### src/rtl/mem_if_pkg.sv
// mem_if_pkg: shared types and constants for the CPU/RAM memory handshake.
package mem_if_pkg;

  localparam int ADDR_W_DEF = 8;
  localparam int DATA_W_DEF = 32;

  // RW line encoding, shared by the request port and the RAM
  localparam logic RW_READ  = 1'b1;
  localparam logic RW_WRITE = 1'b0;

  typedef enum logic [1:0] {
    IDLE    = 2'd0,
    SETUP   = 2'd1,
    STROBE  = 2'd2,
    RELEASE = 2'd3
  } mem_state_e;

endpackage

### src/rtl/mem_moc_sync.sv
// mem_moc_sync: multi-flop synchronizer for the RAM MOC strobe plus a
// one-cycle rising-edge detector on the synchronized level.
module mem_moc_sync #(
  parameter int SYNC_STAGES = 2
) (
  input  logic clk,
  input  logic rst,
  input  logic moc,
  output logic moc_rise
);

  logic [SYNC_STAGES-1:0] sync_q;
  logic                   prev_q;

  // shift MOC through the synchronizer, remember last synchronized level
  always_ff @(posedge clk) begin
    if (rst) begin
      sync_q <= '0;
      prev_q <= 1'b0;
    end else begin
      sync_q <= {sync_q[SYNC_STAGES-2:0], moc};
      prev_q <= sync_q[SYNC_STAGES-1];
    end
  end

  // edge is visible in the same cycle the synchronized level first goes high
  assign moc_rise = sync_q[SYNC_STAGES-1] & ~prev_q;

endmodule

### src/rtl/mem_access_controller.sv
// mem_access_controller: initiator side of the CPU/RAM handshake.
// One request at a time: latch request onto RAM lines, strobe MOV, wait for
// the synchronized MOC rise, return read data, drop Enable.
// Optional build macro MEM_TIMEOUT_EN adds a STROBE timeout that completes
// the transaction with RespErr=1 and RespData=0.
module mem_access_controller
  import mem_if_pkg::*;
#(
  parameter int ADDR_W         = ADDR_W_DEF,
  parameter int DATA_W         = DATA_W_DEF,
  parameter int SYNC_STAGES    = 2,
  parameter int TIMEOUT_CYCLES = 16
) (
  input  logic              Clk,
  input  logic              Reset,
  input  logic              ReqValid,
  input  logic              ReqRW,
  input  logic [ADDR_W-1:0] ReqAddr,
  input  logic [DATA_W-1:0] ReqData,
  output logic              ReqReady,
  output logic              RespValid,
  output logic [DATA_W-1:0] RespData,
  output logic              RespErr,
  output logic              MemEnable,
  output logic              MemMOV,
  output logic              MemRW,
  output logic [ADDR_W-1:0] MemAddress,
  output logic [DATA_W-1:0] MemDataWr,
  input  logic [DATA_W-1:0] MemDataRd,
  input  logic              MemMOC
);

  mem_state_e        state;
  logic [DATA_W-1:0] rdata_q;
  logic              moc_rise;
  logic              timeout_hit;
  logic              strobe_done;

  mem_moc_sync #(.SYNC_STAGES(SYNC_STAGES)) u_moc_sync (
    .clk      (Clk),
    .rst      (Reset),
    .moc      (MemMOC),
    .moc_rise (moc_rise)
  );

  assign ReqReady    = (state == IDLE) && !Reset;
  // a MOC edge wins over a coincident timeout
  assign strobe_done = (state == STROBE) && (moc_rise || timeout_hit);

  // handshake FSM with registered RAM-side and response outputs
  always_ff @(posedge Clk) begin
    if (Reset) begin
      state      <= IDLE;
      MemEnable  <= 1'b0;
      MemMOV     <= 1'b0;
      MemRW      <= 1'b0;
      MemAddress <= '0;
      MemDataWr  <= '0;
      RespValid  <= 1'b0;
      RespData   <= '0;
      rdata_q    <= '0;
    end else begin
      RespValid <= 1'b0;
      case (state)
        IDLE: begin
          if (ReqValid && ReqReady) begin
            MemRW      <= ReqRW;
            MemAddress <= ReqAddr;
            MemDataWr  <= ReqData;
            MemEnable  <= 1'b1;
            state      <= SETUP;
          end
        end
        SETUP: begin
          // address/data/RW have had a full cycle to settle
          MemMOV <= 1'b1;
          state  <= STROBE;
        end
        STROBE: begin
          if (strobe_done) begin
            rdata_q <= (moc_rise && MemRW == RW_READ) ? MemDataRd : '0;
            MemMOV  <= 1'b0;
            state   <= RELEASE;
          end
        end
        RELEASE: begin
          MemEnable <= 1'b0;
          RespValid <= 1'b1;
          RespData  <= rdata_q;
          state     <= IDLE;
        end
        default: state <= IDLE;
      endcase
    end
  end

`ifdef MEM_TIMEOUT_EN
  localparam int TW = $clog2(TIMEOUT_CYCLES + 1);

  logic [TW-1:0] tcnt;
  logic          err_q;

  assign timeout_hit = (state == STROBE) && (tcnt == TW'(TIMEOUT_CYCLES - 1));

  // count STROBE cycles; idle at zero everywhere else so entry starts clean
  always_ff @(posedge Clk) begin
    if (Reset)                tcnt <= '0;
    else if (state != STROBE) tcnt <= '0;
    else if (!timeout_hit)    tcnt <= tcnt + TW'(1);
  end

  // remember how STROBE ended and publish it with the response
  always_ff @(posedge Clk) begin
    if (Reset) begin
      err_q   <= 1'b0;
      RespErr <= 1'b0;
    end else begin
      if (strobe_done)        err_q   <= !moc_rise;
      if (state == RELEASE)   RespErr <= err_q;
    end
  end
`else
  assign timeout_hit = 1'b0;
  assign RespErr     = 1'b0;
`endif

endmodule

### config.mk
export PLATFORM = sky130hd
export DESIGN_NAME = mem_access_controller
export DESIGN_NICKNAME = d
export VERILOG_FILES = /design/src/rtl/mem_if_pkg.sv /design/src/rtl/mem_moc_sync.sv /design/src/rtl/mem_access_controller.sv
export SDC_FILE = /design/constraint.sdc
export NUM_CORES = 1
export LEC_CHECK = 0
export ABC_AREA = 1
export BUFFER_PORTS_ARGS = -buffer_cell sky130_fd_sc_hd__buf_2
export CORE_ASPECT_RATIO = 0.9
export CORE_MARGIN = 3
export CORE_UTILIZATION = 44
export CTS_CLUSTER_SIZE = 25
export DETAILED_ROUTE_END_ITERATION = 10
export GPL_ROUTABILITY_DRIVEN = 0
export HOLD_SLACK_MARGIN = 0.12
export PLACE_DENSITY = 0.77
export SETUP_SLACK_MARGIN = 0.5
export SYNTH_ARGS = -nofsm -noshare
export SYNTH_HDL_FRONTEND = slang
export SYNTH_HIERARCHICAL = 1
export SYNTH_SLANG_ARGS = --single-unit
### constraint.sdc
create_clock -name Clk -period 1.4 [get_ports Clk]
set_input_delay 0.14 -clock Clk [delete_from_list [all_inputs] [get_ports Clk]]
set_output_delay 0.14 -clock Clk [all_outputs]
set_load 0.01 [all_outputs]
==> Flow_metrics.wiki, run 1 <==
{| class="wikitable"
! Metric !! Value
|-
| Run status || stopped before the end
|-
| Fail Step || 5_1_grt
|-
| Stop err || [ERROR DPL-0038] Utilization greater than 100%, impossible to legalize
|-
| Number of sinks handled by clock tree synthesis || 113
|-
| Sequential-to-total area share from yosys stat || 55.7%
|-
| Async S/R FF share, synth || 0%
|-
| DP Worst Slack || -3.29 ps
|-
| # H-tree levels || 4
|-
| Inst Count DP || 748
|-
| Number of storage elements in the synthesis netlist || 113
|-
| Synthesized netlist cell count || 504
|-
| Syn avg cell area || 8.06 um^2
|-
| Number of I/O port buffers || 153
|-
| Total standard cell area after synthesis || 0.00406 mm^2
|-
| Top-area cell type share of the netlist area || 55.7%
|-
| Largest net degree at the start of global routing || 41
|-
| Endpoint with the least setup slack after the last global-route repair || ReqReady
|-
| Top area cells in the synthesized netlist || dfxtp_1 (56%), nand3_1 (16%), nand2_1 (6.7%), o21ai_0 (5.2%), nor2_1 (5.1%)
|-
| Post-Syn Nets || 586
|-
| Half-perimeter wire length after placement || 7290 um
|-
| Total CTS buffers || 17
|-
| Cell row count || 32
|-
| Dominant cell type by area after synthesis || dfxtp_1
|-
| Commonest register cell after synthesis || dfxtp_1
|-
| Initial Utilization || 46.3%
|-
| Number of distinct library cells after synthesis || 16
|-
| Most instantiated cells after synthesis || nand3_1 (133), dfxtp_1 (113), nand2_1 (72)
|-
| Classification of the worst endpoint || top-level output
|-
| Count of flip-flops with a built-in enable after synthesis || 0
|-
| Number of warnings reported in the yosys synthesis log || 6
|-
| Die width || 107 um
|-
| Number of primary I/O pins || 155
|-
| Clock Path Buffers || 2
|-
| Overall die height || 97.2 um
|-
| Buffer type at the clock tree root || clkbuf_8
|-
| Most frequent cell after synthesis || nand3_1
|}
## metrics by stage
stage	util [%]	setup TNS, ps	hold WS, ps	area (um^2)
after CTS	94.7	-181	100	8300
after detailed placement	59.1	-3.29	362	5180
after global placement	59.1	0	353	5180
after floorplan	-	0	211	4430
## repair_timing
action / CTS
resized for setup: 282
hold endpoints to repair: 79
endpoints found under the setup margin: 187
pin swaps: 25
setup buffers: 41
cloned: 15
hold buffers: 75
## logic make-up after synthesis
| logic type | after synthesis | synth area share (%) |
|---|---|---|
| compound gates | 59 | 7.39 |
| fa+ha+maj | 5 | 1.54 |
| buf+inv | 65 | 6.93 |
| flops | 113 | 55.7 |
| other cells | 1 | 0.0923 |
| simple gates | 261 | 28.4 |
==> run 2, diff against run 1 <==
Settings changed: CORE_ASPECT_RATIO 0.9 to default, CORE_UTILIZATION 44 to 34, CTS_CLUSTER_SIZE 25 to default, HOLD_SLACK_MARGIN 0.12 to default, PLACE_DENSITY 0.77 to default, PLACE_DENSITY_LB_ADDON from default to 0.15, SETUP_SLACK_MARGIN 0.5 to default.
Clock period 1.4 ns to 1.8 ns, I/O delays scaled along.
==> run 2 against run 1 <==
Net effect:
- the flow now finishes without violations
- synthesized cell count is the same
- area after synthesis did not move
==> Flow_metrics.wiki, run 2 <==
{| class="wikitable"
! Metric !! Value
|-
| Crit path time final || 1730 ps
|-
| Total CTS buffers || 17 (unchanged)
|-
| Number of hold violations in the final report || 0
|-
| Share of the synthesized area in compound gates (AO/OA/AOI/OAI) || 7.39% (unchanged)
|-
| Final worst clock skew || 4.95 ps
|-
| Transition at the pin with the smallest max-transition slack || 787 ps
|-
| Combined flip-flop and latch cell area || 0.00226 mm^2
|-
| Most common cell after layout, fill and taps aside || buf_2
|-
| Final setup slack of the worst path || 68.5 ps
|-
| Largest family of logic cells by synthesized area || simple AND/OR/NAND/NOR gates
|-
| Share of the clock period used by the worst path after layout || 96.2%
|-
| Required time of the worst setup path || 1620 ps
|-
| Number of I/O port buffers || 153 (unchanged)
|-
| Top Registers || MemDataWr (32), RespData (32), rdata_q (32)
|-
| Commonest register cell after synthesis || dfxtp_1
|-
| Multiplexer area fraction after synthesis || 0% (unchanged)
|-
| Endpoint kind of the worst setup timing path || primary output
|-
| Number of warnings reported in the yosys synthesis log || 6 (unchanged)
|-
| Commonest cells after routing, fill and taps aside || buf_2 (153), nand3_1 (133), dfxtp_1 (113)
|-
| Clock-pin slew on the worst setup and hold paths || 50 ps
|-
| Count of placed standard cells in the final layout, fillers left out || 853
|-
| Initial Utilization || 35.1% (-11 points)
|-
| First drt pass iteration count || 5
|-
| Half-perimeter wire length after placement || 7310 um (+0.25%)
|-
| Combined global-route utilization of all metal layers || 17.5%
|-
| Clock latency at the later pin of the worst-skew pair || 400 ps
|-
| Number of storage elements in the synthesis netlist || 113 (unchanged)
|-
| Final antenna diode count || 0
|-
| Most instantiated cells after synthesis || nand3_1 (133), dfxtp_1 (113), nand2_1 (72)
|-
| Async S/R FF share, synth || 0% (unchanged)
|-
| Area of the multi-input gates || 0.00153 mm^2
|-
| Largest net degree at the start of global routing || 44
|-
| Total die area || 0.0133 mm^2
|-
| Maximum frequency from static timing analysis || 0.578 GHz
|-
| Inst Count DP || 770 (+2.9%)
|-
| Number of sinks handled by clock tree synthesis || 113 (unchanged)
|-
| Worst reg2reg path startpoint || state[1]$_SDFFE_PP0P_
|-
| Pins Over Slew Limit || 0
|-
| Most frequent cell after synthesis || nand3_1
|-
| Syn avg cell area || 8.06 um^2 (unchanged)
|-
| Remaining global-route overflow || 0
|-
| Synthesized netlist cell count || 504 (unchanged)
|-
| Dominant cell type by area after synthesis || dfxtp_1
|-
| Max-cap violation count || 0
|-
| Nets || 779
|-
| Flop2flop setup slack || 290 ps
|-
| Vias in the first global route || 3,796
|-
| R2r worst-path depth || 8
|-
| Clock Path Buffers || 2 (unchanged)
|-
| Area share of and/or/nand/nor cells after synthesis || 28.4% (unchanged)
|-
| First-pass GRT wire length || 18,300 um
|-
| Layout Area Growth over Synthesis || 51.6%
|-
| Leak Pwr || 3.14 nW
|-
| Die width || 115 um (+7.5%)
|-
| Buffer type at the clock tree root || clkbuf_16
|-
| Startpoint of the lowest-slack hold path || ReqData[8]
|-
| Sequential-to-total area share from yosys stat || 55.7% (unchanged)
|-
| Routed WL per cell || 13.5 um
|-
| Total setup violations reported at the end of the flow || 0
|-
| Layout Utilization || 53.3%
|-
| Crit start category || flip-flop
|-
| Post-Synth XOR/XNOR Area || 0% (unchanged)
|-
| Antenna violations before repair || 0
|-
| Power density relative to cell area || 1390 mW/mm^2
|-
| Via-to-Cell Ratio || 4.84
|-
| Min Hold Slack || 14.4 ps
|-
| Cell row count || 39 (+22%)
|-
| Number of cells on the worst hold path || 3
|-
| Largest voltage drop on the vdd net || 0.762 mV
|-
| Post-Syn Nets || 586 (unchanged)
|-
| Adder and majority cell fraction of the synthesized area || 1.54% (unchanged)
|-
| Cell area reported after detailed placement || 0.00493 mm^2 (-4.9%)
|-
| Worst path arrival time || 1550 ps
|-
| Endpoint of the worst register-to-register path || MemDataWr[11]$_SDFFE_PP0P_
|-
| Type of the tightest min-delay check || in2reg
|-
| Final non-filler cell area || 0.00616 mm^2
|-
| Iteration-0 DRC count of the detailed router || 262
|-
| Setup TNS after final layout || 0 ps
|-
| Top area cells in the synthesized netlist || dfxtp_1 (56%), nand3_1 (16%), nand2_1 (6.7%), o21ai_0 (5.2%), nor2_1 (5.1%)
|-
| DP Worst Slack || 327 ps (+331 ps)
|-
| Final-layout fill cell count || 1,085
|-
| Number of nets with antenna violations after detailed routing || 0
|-
| Fraction of layout instances using a drive strength above 1 || 28.3%
|-
| Number of distinct library cells after synthesis || 16 (unchanged)
|-
| Number of primary I/O pins || 155 (unchanged)
|-
| Endpoint, Worst Hold || MemDataWr[8]$_SDFFE_PP0P_
|-
| Final routed DRC violation total || 0
|-
| Total standard cell area after synthesis || 0.00406 mm^2 (unchanged)
|-
| Count of flip-flops with a built-in enable after synthesis || 0 (unchanged)
|-
| Top-area cell type share of the netlist area || 55.7% (unchanged)
|-
| Sum of routed wire length over all layers || 11,600 um
|-
| Kind of critical path || reg2out
|-
| Number of vias in the routed layout || 4,125
|-
| Run status || complete, no violations
|-
| Clock tree from TritonCTS || yes
|-
| Overall die height || 115 um (+19%)
|-
| Maximum fanout count along the critical path || 11
|-
| Core ar. || 0.0116 mm^2
|-
| # H-tree levels || 4 (unchanged)
|-
| Headroom to the max-slew limit || 47.5%
|-
| Total power of the final layout || 8.59 mW
|}
run 2: cell counts after synthesis:
Identical to the previous run, type by type.
run 2: worst max path at each step:
| stage | slack, ps | start | end |
|---|---|---|---|
| after floorplan | 500 | state[0]$_SDFFE_PP0P_ | rdata_q[27]$_SDFFE_PP0P_ |
| after global placement | 370 | state[0]$_SDFFE_PP0P_ | RespData[25]$_SDFFE_PP0P_ |
| after detailed placement | 330 | state[0]$_SDFFE_PP0P_ | rdata_q[0]$_SDFFE_PP0P_ |
| after CTS | 10 | state[1]$_SDFFE_PP0P_ | ReqReady |
| after global routing | -5 | state[1]$_SDFFE_PP0P_ | ReqReady |
| final | 70 | state[1]$_SDFFE_PP0P_ | ReqReady |
run 2: cell families (layout without fill, tap and decap cells):
group           count (synthesis)  in the layout
flops                         113            113
simple gates                  261            261
compound gates                 59             59
buf+inv                        65            271
fa+ha+maj                       5              5
other cells                     1              1
run 2: repair_timing:
item                                    in CTS  in global routing
gates resized for setup                      2                  0
endpoints found under the setup margin       1                  1
hold buffers                                48                  0
cloned                                       2                  0
setup buffers                                0                  1
pin swaps                                    0                  1
hold endpoints to repair                    48                  0
run 2: area by class of cell:
cell class | count | share of cell area (%)
clock buffers | 22 | 7.54
clock inverters | 10 | 3.33
multi-input cells | 326 | 24.9
inverters | 24 | 1.46
repair buffers | 215 | 23.2
well taps | 143 | 2.91
flip-flops and latches | 113 | 36.7
run 2: power by group:
group | internal, mW | switching (mW) | total (mW) | leakage (nW)
registers | 2.87 | 0.186 | 3.05 | 0.920
clock network | 2.66 | 1.11 | 3.77 | 0.320
logic | 0.784 | 0.983 | 1.77 | 1.90
run 2: critical path, cell delays in order, from the launching register on:
cell	delay [ps]
dfxtp_1	340
inv_1	120
ha_2	220
inv_1	70
nor2_4	140
buf_12	140
buf_2	130
run 2: per-layer routing:
| layer | global-route usage, % | routed length (um) | vias up |
|---|---|---|---|
| li1 | - | - | 2055 |
| met1 | 22.4 | 5060 | 1872 |
| met2 | 26.8 | 5370 | 183 |
| met3 | 5.53 | 936 | 15 |
| met4 | 8.61 | 195 | 0 |
| met5 | 0 | 0 | - |
Power figures use the tool's default switching activity.
